--- config.mk ---
export PLATFORM = sky130hd
export DESIGN_NAME = mem_rd_streamer
export DESIGN_NICKNAME = d
export VERILOG_FILES = /design/src/rtl/mem_rd_streamer_pkg.sv /design/src/rtl/mem_rd_fifo.sv /design/src/rtl/mem_rd_streamer.sv
export SDC_FILE = /design/constraint.sdc
export NUM_CORES = 1
export LEC_CHECK = 0
export ABC_AREA = 1
export CAP_MARGIN = 20
export CORE_MARGIN = 10
export CORE_UTILIZATION = 45
export DETAILED_ROUTE_END_ITERATION = 10
export GPL_TIMING_DRIVEN = 1
export PLACE_DENSITY = 0.68
export RECOVER_POWER = 25
export SETUP_SLACK_MARGIN = 0.02
export SYNTH_ARGS = -nofsm -noshare
export SYNTH_HDL_FRONTEND = slang
export SYNTH_SLANG_ARGS = --single-unit
--- constraint.sdc ---
create_clock -name clk -period 2.65 [get_ports clk]
set_clock_uncertainty 0.2 [all_clocks]
set_input_delay 0.6625 -clock clk [delete_from_list [all_inputs] [get_ports clk]]
set_output_delay 0.6625 -clock clk [all_outputs]
set_load 0.01 [all_outputs]
--- src/rtl/mem_rd_streamer_pkg.sv ---
// Shared types and constants for the memory read streamer.
// Optional parity output is enabled with MEM_RD_STREAMER_PARITY_EN.
package mem_rd_streamer_pkg;

    typedef enum logic [1:0] {
        IDLE,
        ISSUE,
        DRAIN,
        DONE
    } state_t;

    // Cycles from issuing a read to pushing its data into the FIFO
    localparam int READ_LAT = 2;

    function automatic int cnt_w(input int depth);
        return $clog2(depth + 1);
    endfunction

endpackage

--- src/rtl/mem_rd_fifo.sv ---
// Synchronous FIFO whose head entry is held in an output register, so data
// and valid leave straight from flops; count includes the head entry.
module mem_rd_fifo
    import mem_rd_streamer_pkg::*;
#(
    parameter int WIDTH = 33,
    parameter int DEPTH = 4,
    parameter int CW    = cnt_w(DEPTH)
) (
    input  logic             clk,
    input  logic             rst,
    input  logic             push,
    input  logic [WIDTH-1:0] din,
    input  logic             pop,
    output logic [WIDTH-1:0] dout,
    output logic             valid,
    output logic [CW-1:0]    count,
    output logic             full,
    output logic             empty
);

    localparam int PW = $clog2(DEPTH);

    logic [WIDTH-1:0] store [DEPTH];
    logic [PW-1:0]    wr_ptr;
    logic [PW-1:0]    rd_ptr;
    logic [PW-1:0]    rd_ptr_next;
    logic [CW-1:0]    count_next;
    logic [WIDTH-1:0] head_next;
    logic             do_pop;

    assign full  = (count == CW'(DEPTH));
    assign empty = (count == '0);

    // The next head is the incoming word when nothing else remains after the pop
    always_comb begin
        do_pop      = pop && valid;
        count_next  = count + CW'(push) - CW'(do_pop);
        rd_ptr_next = rd_ptr + PW'(do_pop);
        head_next   = (count == CW'(do_pop)) ? din : store[rd_ptr_next];
    end

    always_ff @(posedge clk) begin
        if (push) begin
            store[wr_ptr] <= din;
        end
    end

    always_ff @(posedge clk or negedge rst) begin
        if (!rst) begin
            wr_ptr <= '0;
            rd_ptr <= '0;
            count  <= '0;
            dout   <= '0;
            valid  <= 1'b0;
        end else begin
            if (push) begin
                wr_ptr <= wr_ptr + PW'(1);
            end
            rd_ptr <= rd_ptr_next;
            count  <= count_next;
            valid  <= (count_next != '0);
            if (count_next != '0) begin
                dout <= head_next;
            end
        end
    end

    assert property (@(posedge clk) disable iff (!rst) !(push && full))
        else $fatal(1, "mem_rd_fifo: push into full FIFO");

endmodule

--- src/rtl/mem_rd_streamer.sv ---
// Streams len sequential memory words out as a valid/ready stream with last.
// Define MEM_RD_STREAMER_PARITY_EN to add the m_parity output.
module mem_rd_streamer
    import mem_rd_streamer_pkg::*;
#(
    parameter int DATA       = 32,
    parameter int ADDR       = 10,
    parameter int FIFO_DEPTH = 4
) (
    input  logic            clk,
    input  logic            rst,
    input  logic            start,
    input  logic [ADDR-1:0] start_addr,
    input  logic [ADDR:0]   len,
    output logic            busy,
    output logic            done,
    output logic            mem_rd_en,
    output logic [ADDR-1:0] mem_rd_addr,
    input  logic [DATA-1:0] mem_rd_data,
    output logic [DATA-1:0] m_data,
`ifdef MEM_RD_STREAMER_PARITY_EN
    output logic            m_parity,
`endif
    output logic            m_valid,
    input  logic            m_ready,
    output logic            m_last
);

    localparam int CW = cnt_w(FIFO_DEPTH);
`ifdef MEM_RD_STREAMER_PARITY_EN
    localparam int FW = DATA + 2;
`else
    localparam int FW = DATA + 1;
`endif

    state_t          state;
    logic [ADDR-1:0] addr_q;
    logic [ADDR:0]   remaining;
    logic            rd_last;
    logic            cap_valid;
    logic            cap_last;
    logic [1:0]      inflight;
    logic [CW-1:0]   fifo_count;
    logic            fifo_full;
    logic            fifo_empty;
    logic [FW-1:0]   fifo_din;
    logic [FW-1:0]   fifo_dout;
    logic            credit;
    logic            issue;
    logic            beat;

    // Reads still in the memory pipeline already own a FIFO slot
    assign credit = (int'(fifo_count) + int'(inflight)) < FIFO_DEPTH;
    assign issue  = (state == ISSUE) && credit;
    assign beat   = m_valid && m_ready;

    always_ff @(posedge clk or negedge rst) begin
        if (!rst) begin
            state       <= IDLE;
            busy        <= 1'b0;
            done        <= 1'b0;
            mem_rd_en   <= 1'b0;
            mem_rd_addr <= '0;
            addr_q      <= '0;
            remaining   <= '0;
            rd_last     <= 1'b0;
        end else begin
            mem_rd_en <= 1'b0;
            done      <= 1'b0;
            case (state)
                IDLE: begin
                    if (start) begin
                        busy <= 1'b1;
                        if (len != '0) begin
                            addr_q    <= start_addr;
                            remaining <= len;
                            state     <= ISSUE;
                        end else begin
                            done  <= 1'b1;
                            state <= DONE;
                        end
                    end
                end
                ISSUE: begin
                    if (credit) begin
                        mem_rd_en   <= 1'b1;
                        mem_rd_addr <= addr_q;
                        addr_q      <= addr_q + ADDR'(1);
                        remaining   <= remaining - (ADDR+1)'(1);
                        rd_last     <= (remaining == (ADDR+1)'(1));
                        if (remaining == (ADDR+1)'(1)) begin
                            state <= DRAIN;
                        end
                    end
                end
                DRAIN: begin
                    if (inflight == 2'd0 && beat && m_last) begin
                        done  <= 1'b1;
                        busy  <= 1'b0;
                        state <= DONE;
                    end
                end
                DONE: begin
                    busy  <= 1'b0;
                    state <= IDLE;
                end
                default: state <= IDLE;
            endcase
        end
    end

    // Memory data lands one cycle after rd_en; push it the cycle after that
    always_ff @(posedge clk or negedge rst) begin
        if (!rst) begin
            cap_valid <= 1'b0;
            cap_last  <= 1'b0;
            inflight  <= 2'd0;
        end else begin
            cap_valid <= mem_rd_en;
            cap_last  <= rd_last;
            inflight  <= inflight + {1'b0, issue} - {1'b0, cap_valid};
        end
    end

`ifdef MEM_RD_STREAMER_PARITY_EN
    assign fifo_din = {^mem_rd_data, cap_last, mem_rd_data};
    assign m_parity = fifo_dout[DATA+1];
`else
    assign fifo_din = {cap_last, mem_rd_data};
`endif
    assign m_data = fifo_dout[DATA-1:0];
    assign m_last = fifo_dout[DATA];

    mem_rd_fifo #(
        .WIDTH (FW),
        .DEPTH (FIFO_DEPTH),
        .CW    (CW)
    ) u_fifo (
        .clk   (clk),
        .rst   (rst),
        .push  (cap_valid),
        .din   (fifo_din),
        .pop   (m_ready),
        .dout  (fifo_dout),
        .valid (m_valid),
        .count (fifo_count),
        .full  (fifo_full),
        .empty (fifo_empty)
    );

    assert property (@(posedge clk) disable iff (!rst) issue |-> !fifo_full)
        else $error("mem_rd_streamer: read issued with FIFO full");
    assert property (@(posedge clk) disable iff (!rst) inflight <= 2'(READ_LAT))
        else $error("mem_rd_streamer: too many reads in flight");
    assert property (@(posedge clk) disable iff (!rst) (state == IDLE) |-> fifo_empty)
        else $error("mem_rd_streamer: FIFO not empty while idle");

endmodule
* Yosys cells after proc, flatten, opt, wreduce, memory -nomap -nowiden
Memory sizes are Yosys's and may differ from the RTL's. Index checks and enable logic that the tools add are counted.
Storage, ports and cells: bits in writable memories 132, word-level logic and storage cells 77, register bits after elaboration 82, output and inout bits 47, memories 1
Cells by class: $lt $le $gt $ge 1, add/subtract/negate cells 9, reductions and logical operators 14, equality and inequality tests 10, muxes and demuxes 26
Memories:
- u_fifo.store | words 4, bits a word 33, read ports 1, clocked after memory_dff 0, write ports 1, line mem_rd_fifo.sv:24 | logic [WIDTH-1:0] store [DEPTH];
Operators with widths (number):
- $mux 11 | 3
- $mux 33 | 1
- $mux 10 | 3
- $pmux 11 s2 | 1
- $pmux 10 s2 | 1
- $eq 11x1->1 const B | 1
- $reduce_bool 11->1 | 1
- $sub 11x1->11 const B | 1
- $add 10x1->10 const B | 1
- $mux 2 | 5
- $mux 1 | 9
- $ne 2x2->1 const B | 4
- $pmux 2 s4 | 1
- $reduce_and 4->1 | 2
- $reduce_bool 3->1 | 2
- $add 2x1->2 | 2
- $add 3x2->4 | 1
- $eq 2x2->1 const B | 2
- $logic_and 1x1->1 | 4
- $logic_not 2->1 | 2
- $lt 4x3->1 const B | 1
- $add 3x1->3 | 1
- $eq 3x1->1 | 1
- $pmux 1 s3 | 1
- 9 further kinds | 9

* Depth between registers and ports, before layout
Gate-level depths: netlist of the first run.
depth after elaboration 5, mapped depth 13, gate-level depth less buffers 11

* Cells and area by module
A second synthesis of the first run with hierarchy kept.
Unflattened totals: cells, all modules 1114, area, all modules 9914.5 sq um
By module, submodules not included:
- mem_rd_fifo | area each 7412.1 sq um, cells an instance 760, seq. area each 4989.8 sq um, times used 1
- mem_rd_streamer | area each 2502.4 sq um, cells an instance 354, seq. area each 1026.0 sq um, times used 1

* Least setup slack after synthesis of the first run
OpenSTA, ideal clock, no wires.
kind input -> register, from in m_ready, to reg u_fifo.dout[30], library setup time 0.066 ns, cell stages on the path 10, data required time 2.384 ns, path buffers 1, arrival 2.551 ns, setup slack -0.167 ns, cell sequence nand2_1 -> inv_1 -> ha_1 -> inv_1 -> ha_1 -> fa_1 -> nor2_1 -> clkbuf_1 -> nand3_1 -> nand2_1
RTL lines:
- start, declared | line mem_rd_streamer.sv:25 | input logic m_ready,
- $logic_and 1x1->1 | line mem_rd_fifo.sv:37 | do_pop = pop && valid;
- $sub 3x1->3 | line mem_rd_fifo.sv:38 | count_next = count + CW'(push) - CW'(do_pop);
- via u_fifo.count_next[1] | line mem_rd_fifo.sv:28 | logic [CW-1:0] count_next;
- $reduce_bool 3->1 | line mem_rd_fifo.sv:63 | if (count_next != '0) begin
- end signal, assigned | line mem_rd_fifo.sv:64 | dout <= head_next;
- end, declared | line mem_rd_fifo.sv:15 | output logic [WIDTH-1:0] dout,
The timed path passes the listed nets, and every way through them passes these cells. A chain may end at the register's enable or synchronous reset.

* Final worst setup path of the first run
from in m_ready, to reg u_fifo.dout[4]
Between the ends: word-level cells in the longest chain between the ends 4
RTL lines:
- $logic_and 1x1->1 (*) | line mem_rd_fifo.sv:37
- $add 2x1->2 | line mem_rd_fifo.sv:39 | rd_ptr_next = rd_ptr + PW'(do_pop);
- $mem_v2 4x33
- $mux 33 | line mem_rd_fifo.sv:40 | head_next = (count == CW'(do_pop)) ? din : store[rd_ptr_next];
Every way passes the cells marked *; elsewhere a longest branch is shown, timed or not.

==> results of run 1 <==
[cells in the mapped netlist (all sizes together)]
library cell	n	share of area, %
nand3	61	3.2
fa	1	0.20
o21ai	104	5.3
a21oi	3	0.15
xor2	1	0.089
dfrtp	82	21
ha	17	2.2
mux2i	1	0.10
and2	1	0.064
nand3b	1	0.077
edfxtp	132	40
inv	114	4.4
o22ai	1	0.064
o31ai	1	0.077
nand4	4	0.26
nor2	32	1.3
clkbuf	15	0.57
nand2	461	18
buf	30	1.7
xnor2	4	0.63
o21bai	1	0.077
or2	4	0.28
[routing by layer]
metal  track usage [%]  wire, um  vias to the layer above  part of all wire, %
met5                 0         0                        -                    0
met3             3.886      1527                       28                  6.4
met4             3.520       372                        0                  1.6
li1                  -         -                     3691                    -
met1             20.02     10510                     3444                   44
met2             26.23     11340                      183                   48
[registers in the layout, indices dropped and copies added (netlist names)]
register	cells
inflight	2
u_fifo.wr_ptr	2
mem_rd_addr	10
u_fifo.valid	1
u_fifo.rd_ptr	2
u_fifo.count	3
done	1
cap_valid	1
u_fifo.dout	33
mem_rd_en	1
state	2
cap_last	1
remaining	11
rd_last	1
addr_q	10
busy	1
u_fifo.store	132
[stage by stage]
| stage | utilization [%] | TNS (ns) | hold slack (ns) | cell area (um^2) |
|---|---|---|---|---|
| CTS | 56.94 | 0 | 0.2005 | 12080 |
| floorplan | - | 0 | 0.1540 | 9808 |
| global placement | 53.41 | -16.35 | 0.1716 | 11330 |
| detailed placement | 53.41 | -18.11 | 0.1875 | 11330 |
| global route | 57.98 | 0 | 0.2184 | 12300 |
| finish | 57.99 | 0 | 0.1967 | 12310 |
[logic make-up (layout without fill, tap and decap cells)]
family	count (synthesis)	after routing
buffers and inverters	159	302
other	0	1
AND/OR/NAND/NOR	564	567
AO/OA/AOI/OAI	110	110
adder cells (fa/ha/maj)	18	18
flip-flops	214	214
XOR/XNOR	5	5
multiplexers	1	1
[critical path, cell delays in order]
cell             delay [ns]
clkdlybuf4s50_1        0.41
nand2_1                0.10
inv_2                  0.05
ha_1                   0.28
inv_2                  0.05
ha_4                   0.15
fa_2                   0.40
xnor2_4                0.27
buf_8                  0.20
nand2_8                0.09
nand2_1                0.09
nand2_1                0.06
[cell type report]
| class | count | area (um^2) |
|---|---|---|
| clock buffer | 36 | 675.6 |
| fill | 1815 | 8915 |
| tap | 275 | 344.1 |
| clock inverter | 8 | 53.80 |
| inverter | 114 | 427.9 |
| antenna | 1 | 2.502 |
| sequential | 214 | 6016 |
| timing repair buffer | 144 | 1539 |
| multi-input combinational | 701 | 3247 |
[repair_timing]
item / in CTS / in global routing
setup buffers: 0 / 5
gates resized for setup: 1 / 14
endpoints found under the setup margin: 33 / 33
endpoints found under the hold margin: 32 / 0
gates cloned: 0 / 7
hold buffers: 1 / 0
pin swaps: 0 / 4
[path summary, 6_finish.rpt]
path	from	end	slack (ns)	depth (start not counted)
min in group asynchronous	rst	remaining[6]	0.45	2
setup / recovery	m_ready	u_fifo.dout[4]	0.04	12
setup reg to reg	u_fifo.valid	u_fifo.dout[4]	0.15	11
hold reg to reg	rd_last	cap_last	0.20	0
hold / removal	rd_last	cap_last	0.20	0
max in group asynchronous	rst	u_fifo.count[1]	1.18	3
[power groups by stage]
stage	logic [uW]	clock network (uW)	registers [uW]
2_1_floorplan	4770	0	5050
3_3_place_gp	7280	0	5090
3_5_place_dp	7470	0	5090
5_1_grt	9460	3250	5130
6_report	8440	3040	5040
4_1_cts	7550	3110	5040
==> impl_metrics.toml, run 1 <==
[synthesis]
synth_xor_area_share_pct = 0.7154
yosys.area_share.simple_pct = 23.05
synth_compound_area_share_pct = 5.685
synth-adder-area-share_pct = 2.376
yosysSeqAreaShare_pct = 61.42
synthCells = 1071
synthMuxAreaShare_pct = 0.1022
synth_top_family_by_area = "simple AND/OR/NAND/NOR gates"
avgSynthCellArea_um2 = 9.145
netlist_area_um2 = 9794
syn_nets = 1146
synth_warnings = 0
synth_cell_type_count = 32
synth.ff_latch_count = 214

[global_routing]
antenna_found_initial = 1
grt_pass1_vias = 7084
grt_pass1_wl_um = 36660
track_usage_pct = 15.66
grt_max_degree = 51
grt_overflow = 0

[job]
drv_cap = 0

[routing]
wl_per_cell_um = 15.91
vias_per_cell = 4.920
ant_nets = 0
num_vias = 7346
route.detailed.drc = 0
drt_first_pass_iters = 6
routed_wl_um = 23750
drt_iter0_drc = 376

[clocking]
cts-buffers-inserted = 24
path_clk_slew_ns = 0.06
clk_path_buf_depth = 3
clock_latency_ns = 0.51
cts_sinks = 214
cts-htree-levels = 1
cts-root-buf = "clkbuf_16"
tritoncts = "done"

[timing]
rsz0062_at_grt = "false"
setup_ws_ns = 0.04353
hold_violations = 0
slew_headroom_pct = 63.58
slew_violations = 0
worst_pin_slew_ns = 0.5463
timing.final.crit_period_ns = 2.606
post-route-period-util_pct = 98.36
fmaxAchievable_mhz = 383.7
setup_viol = 0

[cells_and_area]
drive_above_1_share_pct = 8.135
fin_cells = 1493
final_cell_mix = "457 x nand2_1, 132 x edfxtp_1, 104 x inv_1"
layout.nets = 1274
layout_commonest_cell = "nand2_1"
syn_to_final_growth_pct = 25.64

[power]
irDropWorstVdd_v = 0.0009422
internal-power_uw = 9685
pwr-share-seq_pct = 30.5
total_power_uw = 16520
p_sw_share_pct = 41.38
clockPowerShare_pct = 18.4
cellPowerDensity_nw_per_um2 = 1343
p_comb_share_pct = 51.1
netSwitchingPower_uw = 6836
leakagePower_uw = 0.005583

[worst_setup_path]
cp-start-kind = "input port"
worst-setup-path-type = "in2reg"
worst-path-max-fanout = 8
crit_arrival_ns = 2.81
worstSetupEndpointType = "flop"
required_ns = 2.85

[floorplan]
die_area_um2 = 28070
ioPinCount = 104
die_w_um = 167.5
num_rows = 53
fp.dieH_um = 167.5
start_util_pct = 46.16
core_um2 = 21220

[placement]
pre_cts_ws_ns = -0.5516
globalplace.congestion = 0.8447
hpwl_um = 15020
portBuffers = 103
dp_cells = 1435

[run_status]
outcome = "completed"

[worst_hold_path]
hold_path.class = "reg2reg"
(Power assumes the default switching activity.)
==> run 2, diff against run 1 <==
--- a/config.mk
+++ b/config.mk
@@ -6,11 +6,11 @@
 export NUM_CORES = 1
 export LEC_CHECK = 0
 export ABC_AREA = 1
-export CAP_MARGIN = 20
+export CAP_MARGIN = 0
 export CORE_MARGIN = 10
 export CORE_UTILIZATION = 45
 export DETAILED_ROUTE_END_ITERATION = 10
-export GPL_TIMING_DRIVEN = 1
+export GPL_TIMING_DRIVEN = 0
 export PLACE_DENSITY = 0.68
 export RECOVER_POWER = 25
 export SETUP_SLACK_MARGIN = 0.02
==> run 2 against run 1 <==
Final cell count is 0.94% higher. First-iteration DRC count is 24% higher. Sequential cell count stayed put. Die area stayed put. Non-clock buffer count is 16 higher.
==> impl_metrics.toml, run 2 (synthesis results as in run 1) <==
[run_status]
outcome = "completed"

[global_routing]
track_usage_pct = 16.92
grt_pass1_vias = 7481
grt_overflow = 0
antenna_found_initial = 2
grt_max_degree = 64
grt_pass1_wl_um = 38870

[clocking]
clk_path_buf_depth = 3
cts-root-buf = "clkbuf_16"
clock_latency_ns = 0.52
cts-buffers-inserted = 24
cts_sinks = 214
cts-htree-levels = 1
path_clk_slew_ns = 0.06
tritoncts = "done"

[worst_setup_path]
crit_arrival_ns = 2.74
required_ns = 2.85
cp_top_family = "adder cells"
r2r-end = "u_fifo.dout[7]"
worst-path-max-fanout = 6
slowest_stage = "fa_2"
crit_path_frequent_cell = "nand2_1"
max_stage_delay_ns = 0.45
r2r_cells = 11
ff2ff_setup_slack_ns = 0.13
worst-setup-path-type = "in2reg"
worstSetupEndpointType = "flop"
cp-start-kind = "input port"
cp_num_buf_inv = 4
crit_chain = "dlygate4sd2_1 > nand2_1 > inv_2 > ha_1 > inv_2 > ha_4 > fa_2 > nor2_4 > nand2_4 > bufbuf_16 > nand2_1 > nand2_1"
r2r-start = "u_fifo.valid"

[routing]
wl_met1_um = 10330
num_vias = 7463
drt_first_pass_iters = 5
dr_wl_met2_um = 11630
wl_per_cell_um = 15.90
top_layer = "met4"
routed_wl_um = 23950
route.detailed.drc = 0
ant_nets = 0
drt_iter0_drc = 465
route.met3.wl_um = 1718
vias_per_cell = 4.952

[power]
leakagePower_uw = 0.005606
irDropWorstVdd_v = 0.0006827
total_power_uw = 16150
cellPowerDensity_nw_per_um2 = 1327

[timing]
slew_headroom_pct = 15.02
hold_violations = 0
fmaxAchievable_mhz = 394.4
post-route-period-util_pct = 95.68
worst_pin_slew_ns = 1.275
setup_viol = 0
timing.final.crit_period_ns = 2.535
slew_violations = 0
rsz0062_at_grt = "false"

[cells_and_area]
final_area_um2 = 12170
reg.largest.list = "u_fifo.store x132, u_fifo.dout x33, remaining x11"
nFillCells = 1834
layout.nets = 1287
final_cell_mix = "459 x nand2_1, 132 x edfxtp_1, 104 x inv_1"
largest_reg_flops = 132
layout_commonest_cell = "nand2_1"
drive_above_1_share_pct = 8.618
largest-register = "u_fifo.store"
syn_to_final_growth_pct = 24.25

[placement]
hpwl_um = 15660
dpl_cell_area_um2 = 11210
globalplace.congestion = 0.8530
portBuffers = 103

[worst_hold_path]
min_to = "cap_last"
holdCritStartpoint = "rd_last"
hold_path_depth = 0
hold_path.class = "reg2reg"

[floorplan]
ioPinCount = 104
die_w_um = 167.5
num_rows = 53
start_util_pct = 46.16
core_um2 = 21220
die_area_um2 = 28070
fp.dieH_um = 167.5

[job]
drv_cap = 0
==> run 2: changes by cell type in the layout (fill, tap and decap cells not counted), sizes merged, moves of 2 or more <==
cell / previous run / this run
clkinv: 11 / 9
inv: 111 / 114
clkbuf: 39 / 50
buf: 38 / 40
dlygate4sd3: 30 / 25
clkdlybuf4s50: 73 / 77
nand2: 464 / 461
==> run 2: repair_timing <==
action	in CTS	in global routing
gates cloned	1	0
setup endpoints to repair	35	7
hold buffers	1	0
resized for setup	14	2
hold endpoints to repair	19	0
pin swaps	5	4
buffers inserted	8	1
==> run 2: through the flow <==
stage / setup WS, ns / setup TNS (ns) / std cells / hold slack [ns] / utilization (%)
after global routing: 0.02061 / 0 / 1505 / 0.2043 / 57.32
final: 0.1145 / 0 / 1507 / 0.1882 / 57.35
after CTS: 0.09204 / 0 / 1504 / 0.1906 / 57.30
after floorplan: 0.04315 / 0 / 1071 / 0.1540 / -
after global placement: -2.573 / -235.21 / 1449 / 0.1896 / 52.70
after detailed placement: -0.8231 / -27.21 / 1450 / 0.1763 / 52.82
==> run 2: worst max-delay path by stage <==
stage,startpoint,to,slack (ns),depth (start not counted)
6_report,m_ready,u_fifo.dout[7],0.11,12
5_1_grt,m_ready,u_fifo.dout[7],0.02,12
4_1_cts,u_fifo.valid,u_fifo.dout[6],0.09,11
3_5_place_dp,m_ready,u_fifo.dout[32],-0.82,12
3_3_place_gp,rst,u_fifo.dout[15],-2.57,1
2_1_floorplan,m_ready,u_fifo.dout[0],0.04,11
==> run 2: worst reg2reg max path: cells and delay by family (launching register included) <==
| family | cells | cell delay, ns |
|---|---|---|
| flops | 1 | 0.38 |
| fa+ha+maj | 3 | 0.86 |
| simple gates | 5 | 0.53 |
| buf+inv | 3 | 0.45 |
==> run 2: layer usage <==
metal / GRT usage, % / up-vias
li1: - / 3712
met1: 21.03 / 3515
met2: 29.18 / 203
met3: 4.213 / 33
met4: 3.520 / 0
met5: 0 / -
==> run 2: report_power, final <==
group,switching [uW],internal (uW)
Combinational,4920,2990
Sequential,471,4460
Clock,1310,2010
Total,6700,9460
==> run 2: layout make-up <==
class                           count  area (um^2)  share of cell area [%]
Sequential cell                   214         6016                   49.43
Clock buffer                       34        729.5                   5.994
Antenna cell                        2        5.005                 0.04113
Timing Repair Buffer              115         1161                   9.541
Multi-Input combinational cell    698         3149                   25.88
Buffer                             45        257.7                   2.118
Clock inverter                     10        78.83                  0.6477
Inverter                          114        427.9                   3.516
Tap cell                          275        344.1                   2.827
==> run 3, diff against run 2 <==
--- a/config.mk
+++ b/config.mk
@@ -16,4 +16,6 @@
 export SETUP_SLACK_MARGIN = 0.02
 export SYNTH_ARGS = -nofsm -noshare
 export SYNTH_HDL_FRONTEND = slang
+export SYNTH_HIERARCHICAL = 1
 export SYNTH_SLANG_ARGS = --single-unit
+export TNS_END_PERCENT = 5
==> run 3 against run 2 <==
Clock power up 12%. Total power increased by 3.7%. Area after synthesis rose by 1.1%. Utilization decreased by 0.51 points. Critical endpoint is now u_fifo/dout[17]. Critical path type unchanged. Worst setup slack lost 0.00072 ns. Synthesized cell count up 3.8%.
==> impl_metrics.toml, run 3 <==
[run_status]
outcome = "completed"

[routing]
num_vias = 7822
routed_wl_um = 25170
drt_first_pass_iters = 5
vias_per_cell = 5.046
drt_iter0_drc = 570
route.detailed.drc = 0
ant_nets = 0
wl_per_cell_um = 16.24

[timing]
slew_violations = 0
timing.final.crit_period_ns = 2.536
rsz0062_at_grt = "true"
post-route-period-util_pct = 95.71
fmaxAchievable_mhz = 394.3
hold_violations = 0
setup_viol = 0
worst_pin_slew_ns = 0.9289
slew_headroom_pct = 37.98

[power]
p_sw_share_pct = 41.44
clockPowerShare_pct = 22.2
leakagePower_uw = 0.005710
p_comb_share_pct = 48.0
netSwitchingPower_uw = 6942
cellPowerDensity_nw_per_um2 = 1355
internal-power_uw = 9809
pwr-share-seq_pct = 29.8
irDropWorstVdd_v = 0.0006649

[job]
drv_cap = 0

[floorplan]
core_um2 = 21760
ioPinCount = 104
num_rows = 54
die_w_um = 168.4
die_area_um2 = 28340
start_util_pct = 45.53
fp.dieH_um = 168.4

[worst_setup_path]
crit_arrival_ns = 2.73
r2r-end = "u_fifo/dout[17]"
cp-start-kind = "input port"
ff2ff_setup_slack_ns = 0.11
slowest_stage = "fa_2"
cp_num_buf_inv = 4
required_ns = 2.85
r2r-start = "u_fifo/valid"
worst-path-max-fanout = 6
worstSetupEndpointType = "flop"
max_stage_delay_ns = 0.46
worst-setup-path-type = "in2reg"
r2r_cells = 11
cp_top_family = "adder cells"
crit_chain = "dlygate4sd2_1 > nand2_1 > inv_2 > ha_1 > inv_2 > ha_2 > fa_2 > nor2_4 > nand3_4 > buf_8 > nand2_2 > nand2_1"

[placement]
dpl_cell_area_um2 = 11320
portBuffers = 103
globalplace.congestion = 0.8276
hpwl_um = 16560

[cells_and_area]
reg.largest.list = "u_fifo/store x132, u_fifo/dout x33, remaining x11"
layout.nets = 1325
largest-register = "u_fifo/store"
utilization_pct = 56.83
layout_commonest_cell = "nand2_1"
final_area_um2 = 12360
drive_above_1_share_pct = 9.069
final_cell_mix = "609 x nand2_1, 132 x edfxtp_1, 82 x dfrtp_1"
largest_reg_flops = 132
syn_to_final_growth_pct = 24.84

[clocking]
cts_sinks = 214
path_clk_slew_ns = 0.06
cts-root-buf = "clkbuf_16"
tritoncts = "done"
cts-buffers-inserted = 24
cts-htree-levels = 1
clock_latency_ns = 0.53
clk_path_buf_depth = 3

[worst_hold_path]
hold_path.class = "reg2reg"
min_to = "cap_valid"
holdCritStartpoint = "mem_rd_en"
hold_path_depth = 0

[global_routing]
track_usage_pct = 17.47
grt_overflow = 0
grt_pass1_wl_um = 40400
grt_pass1_vias = 7669
antenna_found_initial = 2
grt_max_degree = 51

[synthesis]
avgSynthCellArea_um2 = 8.907
synthCells = 1112
synth_warnings = 6
netlist_area_um2 = 9904
syn_nets = 1187
==> run 3: per-layer routing <==
| metal | up-vias | GRT usage (%) | routed length, um |
|---|---|---|---|
| met5 | - | 0 | 0 |
| met4 | 0 | 5.261 | 603 |
| met3 | 41 | 3.655 | 1705 |
| met2 | 244 | 30.21 | 12400 |
| met1 | 3694 | 21.41 | 10460 |
| li1 | 3843 | - | - |
==> run 3: final cells by class <==
cell class	count	area, um^2
well taps	280	350.3
plain buffers	49	281.5
fillers	1907	9392
repair buffers	112	1141
clock buffers	29	629.4
inverters	59	221.5
flip-flops and latches	214	6016
clock inverters	15	264.0
diodes	2	5.005
multi-input cells	790	3456
==> run 3: power by group through the flow <==
stage / registers (uW) / clock network (uW) / logic [uW]
floorplan: 5080 / 0 / 4920
finish: 5000 / 3720 / 8040
detailed placement: 5050 / 0 / 7560
global placement: 5040 / 0 / 7420
global route: 5100 / 3920 / 9050
CTS: 5000 / 3780 / 8000
==> run 3: repair_timing <==
item | in CTS | in global routing
setup endpoints to repair | 34 | 32
buffers inserted | 6 | 0
pin swaps | 3 | 4
gates resized for setup | 19 | 5
gates cloned | 1 | 0
endpoints found under the hold margin | 32 | 0
hold buffers | 1 | 0
==> run 3: metrics by stage <==
stage	hold slack [ns]	power, uW	setup WS [ns]	instances	TNS, ns
finish	0.1752	16750	0.1138	1550	0
global route	0.1967	18070	0.01738	1548	0
CTS	0.1772	16780	0.02396	1548	0
detailed placement	0.1663	12610	-0.9328	1496	-29.90
global placement	0.1608	12460	-2.642	1495	-244.95
floorplan	0.1540	9991	0.02945	1112	0
==> run 3: how the worst max path moves through the flow <==
stage | from | to | slack [ns] | cells past startpoint
global placement | rst | u_fifo/dout[28] | -2.64 | 1
CTS | u_fifo/valid | u_fifo/dout[3] | 0.02 | 11
finish | m_ready | u_fifo/dout[17] | 0.11 | 12
floorplan | m_ready | u_fifo/dout[10] | 0.03 | 11
detailed placement | m_ready | u_fifo/dout[17] | -0.93 | 12
global route | u_fifo/valid | u_fifo/dout[16] | 0.02 | 11
==> run 3: worst register-to-register path, stage by stage, from the launching register on <==
cell and delay (ns):
dfrtp_1 0.40, nand2_1 0.09, inv_2 0.05, ha_1 0.27
inv_2 0.07, ha_2 0.17, fa_2 0.46, nor2_4 0.16
nand3_4 0.20, buf_8 0.20, nand2_2 0.07, nand2_1 0.05
